### src/rtl/fifo_pkg.sv
// Shared sizing helpers and read-mode constants for the block-RAM FIFO.
package fifo_pkg;

   localparam int FIFO_STD  = 0;
   localparam int FIFO_FWFT = 1;

   // Number of words held by a FIFO with a w-bit address.
   function automatic int fifo_depth(input int w);
      return 1 << w;
   endfunction

   // Occupancy counter width: one extra bit so a full FIFO is representable.
   function automatic int fifo_cnt_w(input int w);
      return w + 1;
   endfunction

endpackage

### src/rtl/bram_sdp.sv
// Simple dual-port RAM: one write port, one registered read port with enable.
// Written in the plain template that synthesis maps onto block RAM.
module bram_sdp
   import fifo_pkg::*;
#(
   parameter int W = 4,
   parameter int B = 8
) (
   input  logic         clk_i,
   input  logic         we_i,
   input  logic [W-1:0] waddr_i,
   input  logic [B-1:0] wdata_i,
   input  logic         re_i,
   input  logic [W-1:0] raddr_i,
   output logic [B-1:0] rdata_o
);

   localparam int DEPTH = fifo_depth(W);

   logic [B-1:0] mem_q [DEPTH];
   logic [B-1:0] rdata_q;

   // Write port.
   always_ff @(posedge clk_i) begin
      if (we_i) mem_q[waddr_i] <= wdata_i;
   end

   // Synchronous read port; output holds while re_i is low.
   always_ff @(posedge clk_i) begin
      if (re_i) rdata_q <= mem_q[raddr_i];
   end

   assign rdata_o = rdata_q;

endmodule

### src/rtl/bram_fifo_ctrl.sv
// Block-RAM FIFO controller: pointers, occupancy count, threshold flags,
// overflow/underflow pulses, and an optional first-word-fall-through front end
// (output register plus a one-word skid register covering RAM read latency).
module bram_fifo_ctrl
   import fifo_pkg::*;
#(
   parameter int W        = 4,
   parameter int B        = 8,
   parameter int AF_LEVEL = fifo_depth(W) - 2,
   parameter int AE_LEVEL = 2,
   parameter int FWFT     = FIFO_STD
) (
   input  logic                     clk,
   input  logic                     rst,
   input  logic                     wr,
   input  logic [B-1:0]             wr_data,
   input  logic                     rd,
   output logic [B-1:0]             rd_data,
   output logic                     rd_valid,
   output logic                     full,
   output logic                     empty,
   output logic                     almost_full,
   output logic                     almost_empty,
   output logic [fifo_cnt_w(W)-1:0] count,
   output logic                     overflow,
   output logic                     underflow
);

   localparam int DEPTH = fifo_depth(W);
   localparam int CW    = fifo_cnt_w(W);

   localparam logic [CW-1:0] CNT_FULL = CW'(DEPTH);
   localparam logic [CW-1:0] CNT_AF   = CW'(AF_LEVEL);
   localparam logic [CW-1:0] CNT_AE   = CW'(AE_LEVEL);
   localparam logic [CW-1:0] CNT_ONE  = CW'(1);
   localparam logic [W-1:0]  PTR_ONE  = W'(1);

   if (!(AE_LEVEL < AF_LEVEL && AF_LEVEL <= DEPTH)) begin : g_bad_levels
      $error("bram_fifo_ctrl: thresholds must satisfy AE_LEVEL < AF_LEVEL <= depth");
   end

   logic [W-1:0]  wr_ptr_q, wr_ptr_d, rd_ptr_q, rd_ptr_d;
   logic [CW-1:0] count_q, count_d;
   logic          full_q, full_d, empty_q, empty_d;
   logic          af_q, af_d, ae_q, ae_d;
   logic          ovf_q, ovf_d, unf_q, unf_d;
   logic [B-1:0]  rd_data_q, rd_data_d;
   logic          rd_valid_q, rd_valid_d;
   logic          rd_pipe_q, rd_pipe_d;   // standard mode: RAM read issued last edge
   logic [B-1:0]  skid_q, skid_d;         // FWFT: word fetched while output was busy
   logic          skid_v_q, skid_v_d;
   logic          pend_q, pend_d;         // FWFT: RAM read in flight, data on ram_dout
   logic          wr_acc, rd_acc, ram_re;
   logic [CW-1:0] in_ram;
   logic [B-1:0]  ram_dout;

   assign wr_acc = wr && !full_q;
   assign rd_acc = rd && !empty_q;

   // Words still in RAM that the FWFT front end has not fetched yet.
   assign in_ram = count_q - CW'(rd_valid_q) - CW'(skid_v_q) - CW'(pend_q);

   bram_sdp #(.W(W), .B(B)) u_ram (
      .clk_i   (clk),
      .we_i    (wr_acc),
      .waddr_i (wr_ptr_q),
      .wdata_i (wr_data),
      .re_i    (ram_re),
      .raddr_i (rd_ptr_q),
      .rdata_o (ram_dout)
   );

   // Next-state: pointers, count, flags and the mode-specific read path.
   always_comb begin
      wr_ptr_d   = wr_ptr_q;
      rd_ptr_d   = rd_ptr_q;
      count_d    = count_q;
      rd_data_d  = rd_data_q;
      rd_valid_d = 1'b0;
      rd_pipe_d  = 1'b0;
      skid_d     = skid_q;
      skid_v_d   = 1'b0;
      pend_d     = 1'b0;
      ram_re     = 1'b0;

      if (wr_acc) wr_ptr_d = wr_ptr_q + PTR_ONE;

      case ({wr_acc, rd_acc})
         2'b10:   count_d = count_q + CNT_ONE;
         2'b01:   count_d = count_q - CNT_ONE;
         default: count_d = count_q;
      endcase

      if (FWFT == FIFO_STD) begin
         // RAM read on the accepting edge, output register one edge later.
         ram_re    = rd_acc;
         rd_pipe_d = rd_acc;
         if (rd_acc) rd_ptr_d = rd_ptr_q + PTR_ONE;
         if (rd_pipe_q) rd_data_d = ram_dout;
         rd_valid_d = rd_pipe_q;
      end else begin
         rd_valid_d = rd_valid_q;
         skid_v_d   = skid_v_q;
         if (rd_acc || !rd_valid_q) begin
            // Output slot free: refill from the oldest staged word.
            if (skid_v_q) begin
               rd_data_d  = skid_q;
               rd_valid_d = 1'b1;
               if (pend_q) skid_d = ram_dout;
               else        skid_v_d = 1'b0;
            end else if (pend_q) begin
               rd_data_d  = ram_dout;
               rd_valid_d = 1'b1;
            end else begin
               rd_valid_d = 1'b0;
            end
         end else if (pend_q) begin
            skid_d   = ram_dout;
            skid_v_d = 1'b1;
         end
         // Fetch only when the arriving word is guaranteed a slot.
         ram_re = (in_ram != '0) && !(rd_valid_d && skid_v_d);
         pend_d = ram_re;
         if (ram_re) rd_ptr_d = rd_ptr_q + PTR_ONE;
      end

      empty_d = (FWFT == FIFO_STD) ? (count_d == '0) : !rd_valid_d;
      full_d  = (count_d == CNT_FULL);
      af_d    = (count_d >= CNT_AF);
      ae_d    = (count_d <= CNT_AE);
      ovf_d   = wr && full_q;
      unf_d   = rd && empty_q;
   end

   // State registers; reset discards contents at once.
   always_ff @(posedge clk or posedge rst) begin
      if (rst) begin
         wr_ptr_q   <= '0;
         rd_ptr_q   <= '0;
         count_q    <= '0;
         full_q     <= 1'b0;
         empty_q    <= 1'b1;
         af_q       <= 1'b0;
         ae_q       <= 1'b1;
         ovf_q      <= 1'b0;
         unf_q      <= 1'b0;
         rd_data_q  <= '0;
         rd_valid_q <= 1'b0;
         rd_pipe_q  <= 1'b0;
         skid_q     <= '0;
         skid_v_q   <= 1'b0;
         pend_q     <= 1'b0;
      end else begin
         wr_ptr_q   <= wr_ptr_d;
         rd_ptr_q   <= rd_ptr_d;
         count_q    <= count_d;
         full_q     <= full_d;
         empty_q    <= empty_d;
         af_q       <= af_d;
         ae_q       <= ae_d;
         ovf_q      <= ovf_d;
         unf_q      <= unf_d;
         rd_data_q  <= rd_data_d;
         rd_valid_q <= rd_valid_d;
         rd_pipe_q  <= rd_pipe_d;
         skid_q     <= skid_d;
         skid_v_q   <= skid_v_d;
         pend_q     <= pend_d;
      end
   end

   assign rd_data      = rd_data_q;
   assign rd_valid     = rd_valid_q;
   assign full         = full_q;
   assign empty        = empty_q;
   assign almost_full  = af_q;
   assign almost_empty = ae_q;
   assign count        = count_q;
   assign overflow     = ovf_q;
   assign underflow    = unf_q;

endmodule
### config.mk
export PLATFORM = sky130hd
export DESIGN_NAME = bram_fifo_ctrl
export DESIGN_NICKNAME = d
export VERILOG_FILES = /design/src/rtl/fifo_pkg.sv /design/src/rtl/bram_sdp.sv /design/src/rtl/bram_fifo_ctrl.sv
export SDC_FILE = /design/constraint.sdc
export NUM_CORES = 1
export LEC_CHECK = 0
export CAP_MARGIN = 40
export CORE_AREA = 2 2 113 115
export CTS_CLUSTER_SIZE = 10
export DETAILED_ROUTE_END_ITERATION = 10
export DIE_AREA = 0 0 115 117
export HOLD_SLACK_MARGIN = 0.03
export PLACE_DENSITY = 0.81
export SYNTH_ARGS = -nofsm -noshare
export SYNTH_HDL_FRONTEND = slang
export SYNTH_SLANG_ARGS = --single-unit
### constraint.sdc
create_clock -name clk -period 3.05 [get_ports clk]
set_input_delay 0.61 -clock clk [delete_from_list [all_inputs] [get_ports clk]]
set_output_delay 0.61 -clock clk [all_outputs]
set_load 0.02 [all_outputs]
==> summary.txt <==
Run status
  – Status: finished, final reports clean

Yosys
  – Mux cell area share after synthesis: between 10% and 20%
  – Ys Warns: 0
  – Largest family of logic cells by synthesized area: multiplexers
  – Netlist cell types: 44
  – Synthesized instance count: roughly 310
  – Post-Synth Adder-Cell Area: 1.507%
  – Post-Syn Nets: 334
  – Seq/Total Area, Yosys: between 70% and 80%
  – Synth Area in Simple Gates: just over 4%
  – XOR/XNOR Fraction of Synth Area: between 1.5 and 2%
  – Synthesis-stage register bit count: around 170
  – Mean post-synth cell area: 21.16 um^2
  – Compound-cell area share of the yosys netlist: under 10%
  – Mapped Area: 6644 um^2

Timing
  – Fin crit share: between 80% and 90%
  – Worst Skew: a little under 0.009 ns
  – RSZ-0062 raised after global routing: no
  – Final Hold Viols: 0
  – F_max: around 370 MHz
  – Relative slew slack: around three fifths
  – Post-route minimum period: around 2.7 ns
  – Final setup viols: 0
  – Worst-margin pin slew: a little over 0.6 ns
  – Max-slew violation count: 0
  – Hold Slack: 0.4763 ns

Die
  – Starting Density: a little over half
  – DIE HEIGHT: 117 um
  – Core Region: between 10,000 and 15,000 um^2
  – Num rows: 41
  – Die area: around 13,000 um^2
  – # IOs: 32
  – Die W: roughly 120 um

GRT
  – Number of global-route vias before repair: 3,047
  – Initial antenna violation count: 0
  – First-pass GRT wire length: approximately 18,000 um
  – Largest net degree at the start of global routing: 36
  – Total Routing Usage GR: about 19%
  – GRT overflow: 0

Detailed routing
  – Via/cell ratio: 5.876
  – Post-DRT Antenna Nets: 0
  – DR vias: just over 3,000
  – Router iterations before antenna repair: 4
  – Routed WL: about 11,000 um
  – Drt drc: 0
  – Avg WL per Cell: 21.37 um
  – DRT iter0 DRCs: 247

Place
  – Input/output buffers: 31
  – Routability cong.: just under 0.8
  – Placed cell areas: between 7000 and 8000 um^2
  – Post-DP HPWL: 7155 um
  – Placed insts: slightly below 500

CTS
  – Clock Pin Slew Worst Setup and Hold Paths: 0.06 ns
  – Hold Buf Count CTS: 0
  – CTS-repair resized insts: 0
  – Clk sinks: between 150 and 200
  – Setup Buffers After CTS: 0
  – Max Buffers Root-to-Sink: 2
  – Root Buffer: clkbuf_16
  – CTS tree: done
  – H-tree depth: 4
  – CTS buffer count: 17
  – Clk_lat worst skew: 0.43 ns

Setup path
  – CP Class: in2reg
  – Required @ worst endpoint: around 3.4 ns
  – R2R Setup Slk: ~0.57 ns
  – Setup crit start: wr
  – Reg-to-Reg End: full
  – Crit. End Element: flip-flop
  – CP max FO: 7
  – RR Startpoint: empty
  – CP arrival: 3.03 ns
  – CP Launch Type: primary input
  – Crit path capture: full
  – Reg2Reg Depth: 9

Power and ir drop
  – Leak: roughly 0.0027 uW
  – Pwr Density: 978.1 nW/um^2
  – Tot Pwr: around 7500 uW
  – VDD IR max: 326.1 uV

Final layout
  – Area Growth Syn to Fin: 15.40%
  – Ant. Diodes: 0
  – Post-route insts no fill: roughly 520
  – FILL cells: between 800 and 900
  – Util after Layout: 62.28%
  – Most common cell after layout, fill and taps aside: edfxtp_1
  – Multi-input logic area: ~1700 um^2
  – Layout cell share with drive strength beyond 1: about 18%
  – Reg area: between 4000 and 5000 um^2
  – Fin area: between 7000 and 8000 um^2
  – Commonest non-fill, non-tap cells in the layout: edfxtp_1, clkdlybuf4s50_1, mux4_1
  – Fin nets: 375

Flow run
  – Max-Cap Viols: 0

Hold path
  – Hold Crit Depth: 1
  – Worst hold path type: reg2reg
-- flip-flops by register name, summed over array words and instances, names as in the netlist --
| name | count |
|---|---|
| underflow | 1 |
| count | 5 |
| u_ram.mem_q | 128 |
| wr_ptr_q | 4 |
| empty | 1 |
| rd_valid | 1 |
| almost_full | 1 |
| u_ram.rdata_o | 8 |
| almost_empty | 1 |
| overflow | 1 |
| rd_data | 8 |
| full | 1 |
| rd_ptr_q | 4 |
| rd_pipe_q | 1 |
-- cells in the mapped netlist --
| cell type | count | area, um^2 |
|---|---|---|
| inv_1 | 5 | 18.77 |
| a31oi_1 | 2 | 12.51 |
| nor4bb_1 | 1 | 10.01 |
| nand4_1 | 2 | 12.51 |
| a2111oi_0 | 1 | 8.760 |
| o221ai_2 | 1 | 15.01 |
| buf_8 | 1 | 15.01 |
| or3b_1 | 1 | 8.760 |
| o211ai_1 | 1 | 7.510 |
| mux2_2 | 9 | 101.4 |
| nand3_1 | 2 | 10.01 |
| ha_1 | 8 | 100.1 |
| mux4_1 | 30 | 788.3 |
| nand2_2 | 1 | 6.260 |
| inv_2 | 1 | 3.750 |
| edfxtp_1 | 136 | 4084 |
| nand2b_4 | 1 | 13.76 |
| o21ai_0 | 3 | 15.01 |
| nor2_1 | 5 | 18.77 |
| nor3b_1 | 1 | 7.510 |
| buf_1 | 1 | 3.750 |
| dfrtp_1 | 27 | 675.7 |
| nor3_1 | 1 | 5.000 |
| and3_1 | 1 | 6.260 |
| and2_1 | 19 | 118.9 |
| nand2_1 | 7 | 26.28 |
| nand2b_1 | 1 | 6.260 |
| clkbuf_1 | 7 | 26.28 |
| buf_6 | 4 | 45.04 |
| a22o_1 | 1 | 8.760 |
| dfstp_2 | 2 | 52.55 |
| a21o_1 | 1 | 7.510 |
| xnor2_1 | 8 | 70.07 |
| a32oi_1 | 1 | 8.760 |
| nand3b_1 | 1 | 7.510 |
| inv_4 | 1 | 6.260 |
| nor2b_1 | 1 | 6.260 |
| nor4b_1 | 1 | 8.760 |
| clkbuf_2 | 1 | 5.000 |
| xnor2_2 | 2 | 32.53 |
| a31o_2 | 1 | 8.760 |
| mux4_2 | 10 | 225.2 |
| a2111oi_2 | 1 | 15.01 |
| a21oi_1 | 2 | 10.01 |
-- stage by stage --
stage	worst slack, ns	TNS [ns]
6_report	0.3219	0
5_1_grt	0.1438	0
4_1_cts	0.3290	0
3_5_place_dp	-0.06570	-0.1111
3_3_place_gp	0.06014	0
2_1_floorplan	0.5647	0
-- layout make-up --
cell class                      count  share of cell area [%]
Clock inverter                     15                   2.056
Sequential cell                   165                   62.76
Multi-Input combinational cell    128                   22.27
Clock buffer                       17                   5.548
Tap cell                          150                   2.448
Timing Repair Buffer               36                   4.537
Inverter                            7                  0.3753
-- metal layers --
| metal | global-route usage, % | routed length [um] |
|---|---|---|
| met1 | 25.44 | 4762 |
| met2 | 29.29 | 5644 |
| met3 | 4.789 | 492 |
| met4 | 7.229 | 170 |
| met5 | 0 | 0 |
-- logic make-up after synthesis --
logic type,after synthesis
compound gates,15
xor+xnor,10
fa+ha+maj,8
buf+inv,21
flops,165
mux,49
simple gates,46
-- worst max-delay path: stages --
cell,delay (ns)
clkdlybuf4s50_1,0.47
nor2b_1,0.27
inv_4,0.09
nand2_2,0.11
xnor2_1,0.09
ha_1,0.21
a21o_1,0.18
nand3_1,0.07
or3b_1,0.38
xnor2_2,0.20
nor4bb_1,0.36
-- how the worst min path moves through the flow --
stage,from,end,slack [ns]
final,u_ram.rdata_o[2],rd_data[2],0.48
after global routing,u_ram.rdata_o[2],rd_data[2],0.50
after CTS,u_ram.rdata_o[2],rd_data[2],0.48
after detailed placement,u_ram.rdata_o[2],rd_data[2],0.47
after global placement,u_ram.rdata_o[1],rd_data[1],0.46
after floorplan,rd_pipe_q,rd_valid,0.35
-- power by group --
part           total, uW  switching, uW  internal [uW]  leakage, uW
sequential          3170            254           2910      0.00158
combinational       2240           1110           1120     0.000829
clock               2100            937           1160     0.000282
(Power assumes the default switching activity.)
